==> src/rtl/mem_access_unit.sv <==
// mem_access_unit: load/store front-end for DataMemory in the MEM stage.
// Takes one byte/half/word request at a time, checks alignment and turns it
// into word-aligned MemRead/MemWrite cycles. Sub-word stores are done as
// read-modify-write. Sub-word loads are sign- or zero-extended.
//
// Ports:
//   clk, rst_n          clock, synchronous active-low reset
//   req_*               request handshake and fields (valid/ready, write,
//                       size, unsigned, addr, right-aligned wdata)
//   resp_*              one-cycle completion pulse with load data / error
//   MemRead, MemWrite,
//   Address, WriteData  word-wide port to DataMemory (Address word-aligned)
//   ReadData            combinational read data from DataMemory
module mem_access_unit (
  input  logic        clk,
  input  logic        rst_n,
  input  logic        req_valid,
  output logic        req_ready,
  input  logic        req_write,
  input  logic [1:0]  req_size,
  input  logic        req_unsigned,
  input  logic [31:0] req_addr,
  input  logic [31:0] req_wdata,
  output logic        resp_valid,
  output logic [31:0] resp_rdata,
  output logic        resp_error,
  output logic        MemRead,
  output logic        MemWrite,
  output logic [31:0] Address,
  output logic [31:0] WriteData,
  input  logic [31:0] ReadData
);

  localparam int unsigned DW = 32;
  localparam logic [1:0] SZ_BYTE = 2'b00;
  localparam logic [1:0] SZ_HALF = 2'b01;
  localparam logic [1:0] SZ_WORD = 2'b10;
  localparam logic [1:0] SZ_ILL  = 2'b11;

  typedef enum logic [1:0] {
    S_IDLE = 2'd0,
    S_RD   = 2'd1,
    S_WR   = 2'd2,
    S_RESP = 2'd3
  } state_e;

  state_e          state_q, state_d;
  logic            rdy_en_q;
  logic            write_q, write_d;
  logic [1:0]      size_q, size_d;
  logic            uns_q, uns_d;
  logic            err_q, err_d;
  logic [DW-1:0]   addr_q, addr_d;
  // Holds store data from accept, then the read word (load) or the merged
  // word (sub-word store) from the RD-exit edge onwards.
  logic [DW-1:0]   word_q, word_d;

  logic            accept;
  logic            req_err;
  logic [DW-1:0]   merged;
  logic [DW-1:0]   ld_data;
  logic [7:0]      ld_byte;
  logic [15:0]     ld_half;

  assign accept  = req_valid && req_ready;
  assign req_err = (req_size == SZ_ILL) ||
                   ((req_size == SZ_HALF) && req_addr[0]) ||
                   ((req_size == SZ_WORD) && (req_addr[1:0] != 2'b00));

  // State register; rdy_en_q keeps req_ready low until an edge sees rst_n high
  always_ff @(posedge clk) begin
    if (!rst_n) begin
      state_q  <= S_IDLE;
      rdy_en_q <= 1'b0;
    end else begin
      state_q  <= state_d;
      rdy_en_q <= 1'b1;
    end
  end

  // Next-state logic
  always_comb begin
    state_d = state_q;
    case (state_q)
      S_IDLE: begin
        if (accept) begin
          if (req_err)                                   state_d = S_RESP;
          else if (req_write && (req_size == SZ_WORD))   state_d = S_WR;
          else                                           state_d = S_RD;
        end
      end
      S_RD:    state_d = write_q ? S_WR : S_RESP;
      S_WR:    state_d = S_RESP;
      S_RESP:  state_d = S_IDLE;
      default: state_d = S_IDLE;
    endcase
  end

  // Request/data registers
  always_ff @(posedge clk) begin
    if (!rst_n) begin
      write_q <= 1'b0;
      size_q  <= 2'b00;
      uns_q   <= 1'b0;
      err_q   <= 1'b0;
      addr_q  <= '0;
      word_q  <= '0;
    end else begin
      write_q <= write_d;
      size_q  <= size_d;
      uns_q   <= uns_d;
      err_q   <= err_d;
      addr_q  <= addr_d;
      word_q  <= word_d;
    end
  end

  // Latch request at accept; capture read/merged word when leaving RD
  always_comb begin
    write_d = write_q;
    size_d  = size_q;
    uns_d   = uns_q;
    err_d   = err_q;
    addr_d  = addr_q;
    word_d  = word_q;
    if (accept) begin
      write_d = req_write;
      size_d  = req_size;
      uns_d   = req_unsigned;
      err_d   = req_err;
      addr_d  = req_addr;
      word_d  = req_wdata;
    end else if (state_q == S_RD) begin
      word_d = write_q ? merged : ReadData;
    end
  end

  // Store lane replaced with right-aligned store data, other lanes kept
  always_comb begin
    merged = ReadData;
    case (size_q)
      SZ_BYTE: merged[{addr_q[1:0], 3'b000} +: 8]  = word_q[7:0];
      SZ_HALF: merged[{addr_q[1], 4'b0000} +: 16]  = word_q[15:0];
      default: merged = word_q;
    endcase
  end

  // Load lane extraction and extension
  assign ld_byte = word_q[{addr_q[1:0], 3'b000} +: 8];
  assign ld_half = word_q[{addr_q[1], 4'b0000} +: 16];

  always_comb begin
    ld_data = word_q;
    case (size_q)
      SZ_BYTE: ld_data = {{24{~uns_q & ld_byte[7]}}, ld_byte};
      SZ_HALF: ld_data = {{16{~uns_q & ld_half[15]}}, ld_half};
      default: ld_data = word_q;
    endcase
  end

  // Output decode from state
  always_comb begin
    req_ready  = 1'b0;
    resp_valid = 1'b0;
    resp_rdata = '0;
    resp_error = 1'b0;
    MemRead    = 1'b0;
    MemWrite   = 1'b0;
    Address    = '0;
    WriteData  = '0;
    case (state_q)
      S_IDLE: req_ready = rdy_en_q;
      S_RD: begin
        MemRead = 1'b1;
        Address = {addr_q[31:2], 2'b00};
      end
      S_WR: begin
        MemWrite  = 1'b1;
        Address   = {addr_q[31:2], 2'b00};
        WriteData = word_q;
      end
      S_RESP: begin
        Address    = {addr_q[31:2], 2'b00};
        resp_valid = 1'b1;
        resp_error = err_q;
        if (!write_q && !err_q) resp_rdata = ld_data;
      end
      default: ;
    endcase
  end

endmodule

==> config.mk <==
export PLATFORM = sky130hd
export DESIGN_NAME = mem_access_unit
export DESIGN_NICKNAME = d
export VERILOG_FILES = /design/src/rtl/mem_access_unit.sv
export SDC_FILE = /design/constraint.sdc
export NUM_CORES = 1
export LEC_CHECK = 0
export ABC_AREA = 0
export BUFFER_PORTS_ARGS = -buffer_cell sky130_fd_sc_hd__buf_2
export CAP_MARGIN = 20
export CORE_MARGIN = 2
export CORE_UTILIZATION = 25
export CTS_BUF_LIST = sky130_fd_sc_hd__clkbuf_2
export DETAILED_ROUTE_END_ITERATION = 7
export SLEW_MARGIN = 20
export SYNTH_ARGS = -nofsm -noshare
export SYNTH_HDL_FRONTEND = slang
export SYNTH_SLANG_ARGS = --single-unit
==> constraint.sdc <==
create_clock -name clk -period 2.6 [get_ports clk]
set_clock_uncertainty 0.05 [all_clocks]
set_input_delay 0.39 -clock clk [delete_from_list [all_inputs] [get_ports clk]]
set_output_delay 0.39 -clock clk [all_outputs]
set_load 0.03 [all_outputs]
==> flow_summary.ini <==
[die]
dieArea_mm2 = 0.0202
die_y_um = 142
start_util_pct = 25.5
core_mm2 = 0.0187
ioPinCount = 204
placementRows = 50
die_x_um = 142

[layout]
nets = 976
nFillCells = 1961
register_area_mm2 = 0.00146
final_common_cell = buf_2
final_cell_mix = buf_2 (173), nand2_1 (104), dfxtp_1 (64)
multi_input_area_mm2 = 0.00323
area_growth_syn_to_layout_pct = 46.5
drive_above_1_share_pct = 33.2

[worst_setup_path]
cp.arrival_ns = 2.25
critPathMaxFanout = 8
rrSetupSlack_ns = 0.19
cp.required_ns = 2.16
cp-startpoint = word_q[23]
crit_path_start_kind = register
r2r_end = word_q[24]
r2r-start = addr_q[0]
rr_worst_depth = 8
critical_path_class = register to primary output
worstSetupEndpointType = primary output

[logic_synthesis]
yosysTopAreaCellShare_pct = 30.3
ys_ff_latch = 72
ys_warn_count = 0
ys_seq_area_share_pct = 30.3
yosysTopAreaCell = dfxtp_1
post_synth_num_cell_types = 45
synthCells = 634
synth.area.top_cells = dfxtp_1 (30%), nor2b_1 (8.3%), nand2_1 (8.2%), a221oi_1 (7.2%), a21boi_0 (6.0%)
synth_area_mm2 = 0.00476
avgSynthCellArea_um2 = 7.51

[grt]
grt_max_degree = 42
grt_pass1_vias = 5512
track_usage_pct = 19.6
antenna_found_initial = 1
overflow = 0
grt_pass1_wl_mm = 30.6

[job]
drv_cap = 0

[power_and_ir_drop]
p_seq_share_pct = 35.4
leakage_nw = 3.05
switching_share_pct = 47.8
pwr-share-clk_pct = 14.6
p_sw_w = 0.00221
internal-power_w = 0.00241
ir_drop_v = 0.000384
comb_power_share_pct = 50.0
pwr_density_cell_mw_per_mm2 = 662

[min_path]
hp-start = req_wdata[1]
hold_class = input port to register
hold_depth = 3
min_to = word_q[1]

[timing]
hold_violations = 0
worst_pin_slew_ns = 1.04
whs_ns = 0.0608
period_share_pct = 103
setup_viol = 25
timing.setup.tns_ns = -1.51
min_period_ns = 2.69
drv_slew = 0
worst_slack_ns = -0.0881
maxSlewHeadroom_pct = 30.0
fmax_mhz = 372
grt_setup_unrepaired = true

[placement]
place_congestion = 0.871
portBuffers = 201
dp_hpwl_mm = 14.4

[clocking]
cts_sinks = 72
clock_latency_ns = 0.57
clkTransAtPathRegs_ns = 0.24
cts_made_buffers = 9
ctsHtreeMaxLevel = 3
cts_tree = done
root_buffer = clkbuf_2
cts_buffer_depth = 2

[detailed_routing]
wl_per_cell_um = 18.2
first_iter_violations = 360
drt-total-wl_mm = 20.1
dr.pass1.iters = 5
vias = 5613
drc = 0
routed_via_density = 5.09
ant_nets = 0

[run_status]
status = complete, but fails checks
violations = setup timing
## registers in the layout, indices dropped and copies added, names as in the netlist
name      cells
size_q        2
addr_q       32
word_q       32
uns_q         1
rdy_en_q      1
write_q       1
err_q         1
state_q       2
## power by group through the flow
stage	sequential (W)	combinational, W	clock (W)
finish	0.00163	0.00231	0.000673
global route	0.00166	0.00251	0.000749
CTS	0.00162	0.00224	0.000705
detailed placement	0.00164	0.00207	0
global placement	0.00163	0.00207	0
floorplan	0.00152	0.00137	0
## routing by layer
| layer | track usage [%] | up-vias | part of all wire [%] |
|---|---|---|---|
| met5 | 0 | - | 0 |
| met4 | 7.16 | 0 | 2.7 |
| met3 | 5.15 | 36 | 7.4 |
| met2 | 33.2 | 261 | 47 |
| met1 | 24.0 | 2599 | 43 |
| li1 | - | 2717 | - |
## critical path, stage by stage (launching register included)
cell and delay [ns]:
dfxtp_2 0.45, mux4_2 0.30, nand2b_4 0.07, a2111oi_4 0.39, buf_6 0.20, a21o_1 0.11
buf_6 0.13
## repair_timing
action	in CTS	in global routing
cloned	1	0
pin swaps	2	4
setup endpoints to repair	32	32
hold buffers	39	0
resized for setup	65	34
hold endpoints to repair	39	0
setup buffers	2	3
## final cells by class
class | count | area share [%]
Multi-Input combinational cell | 493 | 46.3
Antenna cell | 1 | 0.0359
Inverter | 14 | 0.807
Timing Repair Buffer | 273 | 26.1
Clock inverter | 6 | 0.861
Clock buffer | 10 | 0.717
Tap cell | 234 | 4.20
Sequential cell | 72 | 20.9
## how the worst max path moves through the flow
stage,endpoint
global route,resp_rdata[24]
detailed placement,resp_rdata[8]
finish,resp_rdata[24]
floorplan,resp_rdata[7]
global placement,resp_rdata[9]
CTS,resp_rdata[29]
## through the flow
stage | setup slack (ns) | instance area [um2] | std cells | power (W) | utilization (%)
floorplan | -0.00726 | 4780 | 635 | 0.00289 | -
global placement | 0.106 | 6060 | 1041 | 0.00370 | 32.4
detailed placement | 0.0601 | 6060 | 1041 | 0.00371 | 32.4
CTS | -0.197 | 6820 | 1099 | 0.00456 | 36.4
global route | -0.248 | 6980 | 1102 | 0.00492 | 37.3
finish | -0.0881 | 6980 | 1103 | 0.00462 | 37.3
## synth_stat cells (all sizes together)
master and instances:
a2111oi 2, a21boi 38, a21o 17, a21oi 26
a221oi 39, a2bb2o 1, a311oi 1, a31oi 16
a32o 16, and2 36, and3 2, and4b 1
buf 13, clkbuf 43, conb 1, dfxtp 72
ha 10, inv 14, mux2i 1, mux4 1
nand2 104, nand2b 5, nand3 4, nand4 1
nor2 24, nor2b 63, nor3 16, nor3b 4
nor4 1, nor4bb 1, o211ai 3, o21a 10
o21ai 35, o22ai 11, o31ai 1, or3 1
## cells by family after synthesis
group,after synthesis,synth area share [%]
AND/OR/NAND/NOR,263,27.8
AO/OA/AOI/OAI,216,32.5
flip-flops,72,30.3
buffers and inverters,70,6.01
adder cells (fa/ha/maj),10,2.63
multiplexers,2,0.683
other,1,0.0787
(Power assumes the default switching activity.)
